## config.mk

```make
export PLATFORM = sky130hd
export DESIGN_NAME = irq_chain_sink
export DESIGN_NICKNAME = d
export VERILOG_FILES = /design/src/rtl/irq_chain_sink.sv
export SDC_FILE = /design/constraint.sdc
export NUM_CORES = 1
export LEC_CHECK = 0
export CAP_MARGIN = 20
export CORE_ASPECT_RATIO = 1.5
export CORE_MARGIN = 2
export CORE_UTILIZATION = 45
export DETAILED_ROUTE_END_ITERATION = 7
export GPL_ROUTABILITY_DRIVEN = 0
export GPL_TIMING_DRIVEN = 0
export SKIP_LAST_GASP = 1
export SLEW_MARGIN = 20
export SYNTH_ARGS = -nofsm -noshare
export SYNTH_HDL_FRONTEND = slang
export SYNTH_SLANG_ARGS = --single-unit
```

## constraint.sdc

```tcl
create_clock -name clk_i -period 4.09 [get_ports clk_i]
set_clock_uncertainty 0.15 [all_clocks]
set_input_delay 0.818 -clock clk_i [delete_from_list [all_inputs] [get_ports clk_i]]
set_output_delay 0.818 -clock clk_i [all_outputs]
set_load 0.005 [all_outputs]
```

## src/rtl/irq_chain_sink.sv

```systemverilog
// Interrupt daisy-chain terminator: queues every non-zero chain word in a
// first-word-fall-through FIFO and presents a priority-gated request.
module irq_chain_sink #(
    parameter int DEPTH = 16,
    parameter int AW    = $clog2(DEPTH)
) (
    input  logic          clk_i,
    input  logic          rst_i,
    input  logic [15:0]   irq_chain_i,
    input  logic          en_i,
    input  logic [3:0]    threshold_i,
    input  logic          ack_i,
    input  logic          ovf_clr_i,
    output logic          irq_o,
    output logic [15:0]   vect_o,
    output logic          empty_o,
    output logic          full_o,
    output logic [AW:0]   cnt_o,
    output logic          ovf_o,
    output logic [7:0]    drop_cnt_o
);

    localparam logic [AW:0] FULL_CNT = (AW+1)'(DEPTH);

    logic [15:0]   mem [DEPTH];
    logic [AW-1:0] wr_ptr, rd_ptr;
    logic [AW:0]   cnt;
    logic          ovf;
    logic [7:0]    drop_cnt;

    logic wr, rd, empty, full, do_wr, lost;

    assign empty = (cnt == '0);
    assign full  = (cnt == FULL_CNT);
    assign wr    = en_i && (irq_chain_i != 16'h0000);
    assign rd    = ack_i && !empty;
    // A pop in the same cycle frees the slot, so a full FIFO still accepts.
    assign do_wr = wr && (!full || rd);
    assign lost  = wr && full && !rd;

    always_ff @(posedge clk_i or posedge rst_i) begin
        if (rst_i) begin
            wr_ptr   <= '0;
            rd_ptr   <= '0;
            cnt      <= '0;
            ovf      <= 1'b0;
            drop_cnt <= 8'h00;
        end else begin
            if (do_wr) wr_ptr <= wr_ptr + 1'b1;
            if (rd)    rd_ptr <= rd_ptr + 1'b1;
            case ({do_wr, rd})
                2'b10:   cnt <= cnt + (AW+1)'(1);
                2'b01:   cnt <= cnt - (AW+1)'(1);
                default: cnt <= cnt;
            endcase
            // Set has priority over a coincident software clear.
            if (lost)           ovf <= 1'b1;
            else if (ovf_clr_i) ovf <= 1'b0;
            if (lost && drop_cnt != 8'hFF) drop_cnt <= drop_cnt + 8'd1;
        end
    end

    // Storage is deliberately left out of reset.
    always_ff @(posedge clk_i) begin
        if (do_wr) mem[wr_ptr] <= irq_chain_i;
    end

    assign vect_o     = empty ? 16'h0000 : mem[rd_ptr];
    assign irq_o      = !empty && (vect_o[15:12] > threshold_i);
    assign empty_o    = empty;
    assign full_o     = full;
    assign cnt_o      = cnt;
    assign ovf_o      = ovf;
    assign drop_cnt_o = drop_cnt;

endmodule

```

== Word level (Yosys, flattened, before mapping) ==
Memories as Yosys holds them, arrays and structs flattened.
Cells that the tools add are included.
Storage, ports and cells
  memories kept: 1
  register bits after elaboration: 22
  bits in writable memories: 256
  output and inout port bits: 33
  bits of input ports: 25
Cells by class
  reductions and logical operators: 15
  order comparisons: 1
  equality and inequality tests: 4
  add/sub/neg operators: 5
  mux-type cells: 6
Memory list
  mem: depth 16, width 16, rd ports 1, clocked after memory_dff 0, write ports 1, line 25  | logic [15:0] mem [DEPTH];
Operator list (number)
  $mux W16: 1
  $reduce_bool A16 Y1: 1
  $pmux W5 S2: 1
  $add A4 B1 Y4 const B: 2
  $add A8 B1 Y8 const B: 1
  $ne A8 B8 Y1 const B: 1
  $logic_and A1 B1 Y1: 7
  $add A5 B1 Y5 const B: 1
  $eq A5 B5 Y1 const B: 1
  $logic_not A5 Y1: 1
  $sub A5 B1 Y5 const B: 1
  $gt A4 B4 Y1: 1
  $mux W1: 4
  $reduce_bool A2 Y1: 2
  $logic_not A1 Y1: 3
  $eq A2 B1 Y1 const B: 1
  $eq A2 B2 Y1 const B: 1
  $logic_or A1 B1 Y1: 1

== Logic depth before layout (Yosys ltp) ==
Gate-level depths: netlist (run 1).
  word-level depth: 7
  depth in mapped cells: 11
  gate-level depth less buffers: 10

== Worst setup path after synthesis (run 1) ==
No wires, ideal clock.
  path kind: reg-to-output
  start: register rd_ptr[0]
  end: output irq_o
  buffers on the path: 2
  stages on the path, launching flop included: 12
  required time: 3122 ps
  slack: 280 ps
  arrival time: 2842 ps
  cell sequence: dfrtp_1 -> buf_2 -> buf_2 -> mux4_2 -> mux4_2 -> nor2b_1 -> ha_1 -> nor2b_1 -> o21ai_0 -> nand2b_1 -> a21oi_1 -> nor2_1
Between the ends
  cells in the longest elaborated chain, start to end: 4
Ends and longest elaborated chain
  from (decl): line 26  | logic [AW-1:0] wr_ptr, rd_ptr;
  from (signal assigned): line 50  | if (rd) rd_ptr <= rd_ptr + 1'b1;
  $mem_v2 Z16 W16
  $mux W16: line 68  | assign vect_o = empty ? 16'h0000 : mem[rd_ptr];
  via vect_o[13]: line 15  | output logic [15:0] vect_o,
  $gt A4 B4 Y1: line 69  | assign irq_o = !empty && (vect_o[15:12] > threshold_i);
  $logic_and A1 B1 Y1: line 69
  to (decl): line 14  | output logic irq_o,
The timed path passes the listed nets, and every way through them passes these cells.

== Worst setup path in the final report (run 1) ==
  start: register rd_ptr[0]
  end: output irq_o
Between the ends
  cells in the longest elaborated chain, start to end: 4
Ends and longest elaborated chain (line)
  $mem_v2 Z16 W16
  $mux W16: 68
  $gt A4 B4 Y1: 69
  $logic_and A1 B1 Y1: 69
No other way between the ends.

==> metrics, run 1 <==
io pins 58; Finished Cell Area about 13000 µm²; overall routed net length approximately 25000 µm; failing checks negative setup slack; detailed router's first-iteration violation count between 400 and 500; synth top area cells edfxtp_1 (69%), mux4_2 (16%), dfrtp_1 (5.0%), ha_1 (1.5%), nor2b_1 (1.1%); clock sink count between 200 and 300; asr flop ratio synth under 10%; Worst R2R Setup Slack about 0.84 ns; critical path required time roughly 3.1 ns; DRT Pass-1 Iters 7; via count 5517; Remaining Overflow, GRT 0; endpoints failing hold 0; chip height 196.5 µm; measured slew at the worst slew-check pin just over 0.9 ns; all-layer global routing usage roughly a fifth; Die W 132.3 µm; Flop pwr share around 39%; Area Overhead vs Synth 21.18%; clock power share 24.5%; Slew Limit Headroom between 30% and 40%; Worst Setup SP rd_ptr[0]; path depth of the worst reg2reg path 10; CP arrival 3.17 ns; Setup CP Type reg2out; placed wire-length estimate roughly 16000 µm; port bufs 57; clock latency on the worst-skew pair 0.51 ns; clock transition at the registers of the reported paths around 0.060 ns; CTS Hold Bufs 0; CP max stage cell mux4_2; Placed Cells between 900 and 1000; global-route wire length before repair 37310 µm; CP endpoint irq_o; initial antenna violation count 0; diodes inserted 0; Mapped Nets 561; Seq cells post-synth 278; Tcrit/Tclk final 101.1%; # fillers around 1900; Peak Freq approximately 240 MHz; R2R Path End cnt_o[4]; CTS root buffer clkbuf_16; non-filler cells, final ~980; Post-synth EDFFs between 200 and 300; YS warnings 0; Worst Hold Class reg2reg; Max-Cap Viols 0; Hold Slack approximately 0.39 ns; share of the synthesized area in the top cell type between 60 and 70%; Post-DP Area roughly 12000 µm²; row count 70; Pint between 6 and 7 mW; crit-path max FO 5; initial core utilization 45.65%; crit path cell chain buf_12 -> buf_12 -> buf_6 -> mux4_2 -> mux4_2 -> nor2b_4 -> ha_4 -> a41o_1 -> nor2_1 -> buf_2; Critical Path Source Type flip-flop; FF-to-FF Start cnt_o[0]; DIE AREA between 20000 and 30000 µm²; cell taking the most area after synthesis edfxtp_1; TritonCTS clock tree built; register area 8239 µm²; Mean Syn Cell Area ~21 µm²; Pwr per Cell Area 692.2 nW/µm²; post-synth cell types 41; largest net degree at the start of global routing 23; Cells after Synth around 520; sequential-to-total area share from yosys stat between 70% and 80%; outcome finished, violations left; Setup WS pre-CTS -0.9182 ns; core area ~24000 µm²; # H-tree levels 1; Post-synth top flop edfxtp_1; layout cells sized above 1 30.32%; RSZ-0062 raised after global routing true; Max IR drop VDD 457.2 µV; Finish-stage setup viols 1; post-layout net count just under 700; area of the multi-input gates 2907 µm²; count of pins over their slew limit 0; worst stage delay on the critical path ~0.51 ns; leakage between 4 and 5 nW; cell area after synthesis between 10000 and 15000 µm²; Psw around 2.6 mW; Switching Fraction between 20% and 30%; Residual DRC 0; Final WS setup -0.04683 ns; post-layout min period 4.137 ns; Gate power share 36.8%; ANT nets after route 0; Longest Clk Path Bufs 3; cts bufs inserted 25; vias in the first global route 5988; Worst Setup End Kind output pin; routed vias/inst between 5 and 6; routed wire length per instance ~25 µm
[logic make-up (layout without fill, tap and decap cells)]
group / count (synthesis) / count (layout) / synth area share [%]
flops: 278 / 278 / 74.12
mux: 86 / 86 / 16.75
fa+ha+maj: 14 / 14 / 1.644
compound gates: 15 / 15 / 1.205
buf+inv: 35 / 166 / 1.317
simple gates: 79 / 79 / 3.783
xor+xnor: 15 / 15 / 1.182
[cells in the mapped netlist, drive strengths merged (5+ instances only)]
library cell and number:
nor2 16, or4 5, inv 13, o21ai 5, mux4 79, ha 13, buf 12, nor2b 20
xnor2 12, nand2 14, dfrtp 22, nor3 7, edfxtp 256, clkbuf 10
[sequential cells by signal, summed over array words and instances, names as in the netlist]
name        count
wr_ptr          4
ovf_o           1
mem           256
rd_ptr          4
cnt_o           5
drop_cnt_o      8
[how the worst min path moves through the flow]
stage | startpoint | endpoint | slack [ns] | cells past startpoint
3_5_place_dp | drop_cnt_o[5] | drop_cnt_o[5] | 0.37 | 1
5_1_grt | drop_cnt_o[5] | drop_cnt_o[5] | 0.40 | 1
6_report | ovf_o | ovf_o | 0.39 | 2
4_1_cts | drop_cnt_o[5] | drop_cnt_o[5] | 0.39 | 1
2_1_floorplan | drop_cnt_o[5] | drop_cnt_o[5] | 0.35 | 1
3_3_place_gp | drop_cnt_o[5] | drop_cnt_o[5] | 0.36 | 1
[per-layer routing]
layer / track usage, % / share of wire, % / vias up
met5: 0 / 0 / -
met4: 6.332 / 2.9 / 0
met3: 2.289 / 3.9 / 41
met2: 36.02 / 55 / 159
met1: 24.28 / 38 / 2957
li1: - / - / 2360
[power groups by stage]
stage / sequential, mW / clock [mW] / combinational [mW]
after floorplan: 3.60 / 0 / 1.86
after global placement: 3.62 / 0 / 2.94
after detailed placement: 3.63 / 0 / 3.08
after CTS: 3.61 / 2.33 / 3.44
after global routing: 3.64 / 2.43 / 3.71
final: 3.60 / 2.28 / 3.43
[through the flow]
step	total power, mW	util [%]	TNS [ns]
after floorplan	5.454	-	0
after global placement	6.560	49.66	-195.75
after detailed placement	6.715	50.53	-4.037
after CTS	9.367	55.03	-0.1375
after global routing	9.769	55.31	-0.4800
final	9.322	55.31	-0.04683
[cells in the final DEF (no fill, tap or decap), drive strengths merged, types with 4 or more instances in the layout]
master,count
nand4,4
nor2b,20
dlymetal6s2s,8
edfxtp,256
xnor2,12
clkbuf,40
nand2,14
nor2,16
ha,13
nand2b,4
o21ai,5
clkdlybuf4s50,48
inv,13
dfrtp,22
buf,44
or4,5
mux4,79
mux2,4
nor3,7
clkinv,10
[worst max-delay path: cells and delay by family, from the launching register on]
family | cells | cell delay [ns]
AND/OR/NAND/NOR | 2 | 0.26
flip-flops | 1 | 0.42
adder cells (fa/ha/maj) | 1 | 0.25
multiplexers | 2 | 1.01
AO/OA/AOI/OAI | 1 | 0.22
buffers and inverters | 4 | 0.49
[what timing repair did]
item                                    CTS  global route
endpoints found under the setup margin   18            14
pin swaps                                 8             8
buffers inserted                         16             3
resized for setup                        65            19
[cell type report]
type	instances	share of cell area, %
Inverter	13	0.3623
Sequential cell	278	61.18
Multi-Input combinational cell	209	21.58
Tap cell	324	3.010
Timing Repair Buffer	88	6.355
Clock buffer	31	4.812
Clock inverter	13	0.9755
Buffer	21	1.728
No activity file was read; power rests on OpenSTA's default activity.
==> run 2, diff against run 1 <==
--- a/config.mk
+++ b/config.mk
@@ -5,7 +5,7 @@
 export SDC_FILE = /design/constraint.sdc
 export NUM_CORES = 1
 export LEC_CHECK = 0
-export CAP_MARGIN = 20
+export CAP_MARGIN = 10
 export CORE_ASPECT_RATIO = 1.5
 export CORE_MARGIN = 2
 export CORE_UTILIZATION = 45
==> constraint.sdc (replaced) <==
create_clock -name clk_i -period 4.7 [get_ports clk_i]
set_clock_uncertainty 0.15 [all_clocks]
set_input_delay 0.94 -clock clk_i [delete_from_list [all_inputs] [get_ports clk_i]]
set_output_delay 0.94 -clock clk_i [all_outputs]
set_load 0.005 [all_outputs]
==> metrics, run 2 (synthesis results as in run 1) <==
initial antenna violation count 0 (unchanged); global-route wire length before repair 37020 µm (-0.78%); count of pins over their slew limit 0 (unchanged); # fillers 1942 (+0.99%); largest net degree at the start of global routing 23 (unchanged); Switching Fraction 28.39% (about the same); Remaining Overflow, GRT 0 (unchanged); most common cell after layout, fill and taps aside edfxtp_1; CTS Hold Bufs 0 (unchanged); most frequent cells in the layout edfxtp_1 (256), mux4_2 (79), clkdlybuf4s50_1 (56), clkbuf_16 (25), dfrtp_1 (21); Setup CP Type reg2out; detailed router's first-iteration violation count 486 (+13%); Post-DP Area 12300 µm² (unchanged); post-layout min period between 4 and 5 ns; clock latency on the worst-skew pair 0.51 ns (about the same); clock power share 25.2% (+0.7 points); total negative slack 0 ns (+0.04683 ns); routed wire length per instance 25.41 µm (-0.14%); Die W 132.3 µm (unchanged); core area 24350 µm² (unchanged); port bufs 57 (unchanged); DIE AREA 26000 µm² (unchanged); Peak Freq 220.1 MHz; placed wire-length estimate 15750 µm (unchanged); crit-path max FO 6 (+1); Critical Path Source Type flip-flop; RSZ-0062 raised after global routing false; Most flops, register mem; Max IR drop VDD 398.4 µV (-13%); CP arrival 3.45 ns (+0.28 ns); WL met2 13510 µm (-1.9%); Slew Limit Headroom 38.61% (-0.82 points); TritonCTS clock tree built; Tcrit/Tclk final between 90 and 100%; worst stage delay on the critical path 0.51 ns (about the same); Finished Cell Area 13280 µm² (-1.4%); Placed Cells 915 (unchanged); # H-tree levels 1 (unchanged); chip height 196.5 µm (unchanged); Flop pwr share 39.7% (+1.0 points); uppermost layer routed met4; routed vias/inst 5.586 (-1.1%); clock transition at the registers of the reported paths 0.06 ns (about the same); M1 WL 9175 µm (-2.3%); WL met3 1151 µm (+17%); Longest Clk Path Bufs 3 (unchanged); clock sink count 278 (unchanged); overall routed net length 24600 µm (-1.1%); Area Overhead vs Synth 19.45%; crit path cell chain buf_12 -> buf_12 -> mux4_2 -> mux4_2 -> nor2b_2 -> ha_1 -> nor2b_1 -> o21ai_0 -> nand2b_1 -> a21oi_1 -> nor2_1 -> dlygate4sd2_1; DRT Pass-1 Iters 4 (-3); Pwr per Cell Area 595.0 nW/µm² (-14%); critical path required time 3.61 ns (+0.49 ns); row count 70 (unchanged); CP max stage cell mux4_2; endpoints failing hold 0 (unchanged); Gate power share 35.1% (-1.7 points); outcome finished, final reports clean; Setup WS pre-CTS -0.4302 ns (+0.4880 ns); Final WS setup 0.1562 ns (+0.2030 ns); diodes inserted 0 (unchanged); post-layout net count 666 (-1.3%); ANT nets after route 0 (unchanged); Finish-stage setup viols 0 (-1); max FFs per register 256 (unchanged); leakage 4.390 nW (-3.3%); vias in the first global route 5922 (-1.1%); all-layer global routing usage 19.53% (-0.11 points); non-filler cells, final 968 (-0.92%); io pins 58 (unchanged); Worst Hold Class reg2reg; layout cells sized above 1 27.48% (-2.8 points); Psw 2.243 mW (-15%); cts bufs inserted 25 (unchanged); Worst Setup End Kind output pin; CTS root buffer clkbuf_16; Hold Slack 0.3893 ns (+0.0003380 ns); Max-Cap Viols 0 (unchanged); via count 5407 (-2.0%); initial core utilization 45.65% (unchanged); total power 7.900 mW (-15%); Residual DRC 0 (unchanged); measured slew at the worst slew-check pin 0.9198 ns (+0.01221 ns); fin util 54.53% (-0.79 points); Pint 5.657 mW (-15%)
## run 2: path summary, 6_finish.rpt
check,slack (ns),depth (start not counted),to,startpoint
min reg2reg,0.39,2,ovf_o,ovf_o
max,0.16,12,irq_o,rd_ptr[0]
min in group asynchronous,0.78,2,cnt_o[2],rst_i
max reg2reg,1.45,10,cnt_o[4],cnt_o[0]
max in group asynchronous,2.99,2,rd_ptr[0],rst_i
min,0.39,2,ovf_o,ovf_o
## run 2: what timing repair did
item                       4_1_cts  5_1_grt
setup buffers                   10        0
gates resized for setup         40        5
pin swaps                        1        0
setup endpoints to repair       16        1
## run 2: area by class of cell
cell class	count	area, µm²	share of cell area [%]
multi-input combinational	209	2830	21.32
buffer	21	209.0	1.574
timing repair buffer	79	764.5	5.758
tap	324	405.4	3.053
clock buffer	31	648.1	4.882
sequential	278	8239	62.06
inverter	13	48.80	0.3675
clock inverter	13	131.4	0.9895
## run 2: layer usage
| metal | track usage, % | up-vias |
|---|---|---|
| met2 | 35.85 | 139 |
| met5 | 0 | - |
| li1 | - | 2345 |
| met3 | 2.289 | 39 |
| met1 | 24.00 | 2884 |
| met4 | 6.531 | 0 |
## run 2: worst max-delay path: cells and delay by family (launching register included)
kind / cells / cell delay [ns]
flops: 1 / 0.42
simple gates: 4 / 0.44
compound gates: 2 / 0.28
mux: 2 / 0.98
buf+inv: 3 / 0.54
fa+ha+maj: 1 / 0.30
## run 2: power groups by stage
stage          clock network [mW]  logic (mW)  registers, mW
3_5_place_dp                    0        2.68           3.16
6_report                     1.99        2.78           3.14
2_1_floorplan                   0        1.62           3.13
5_1_grt                      2.11        3.00           3.16
4_1_cts                      2.02        2.83           3.14
3_3_place_gp                    0        2.56           3.15
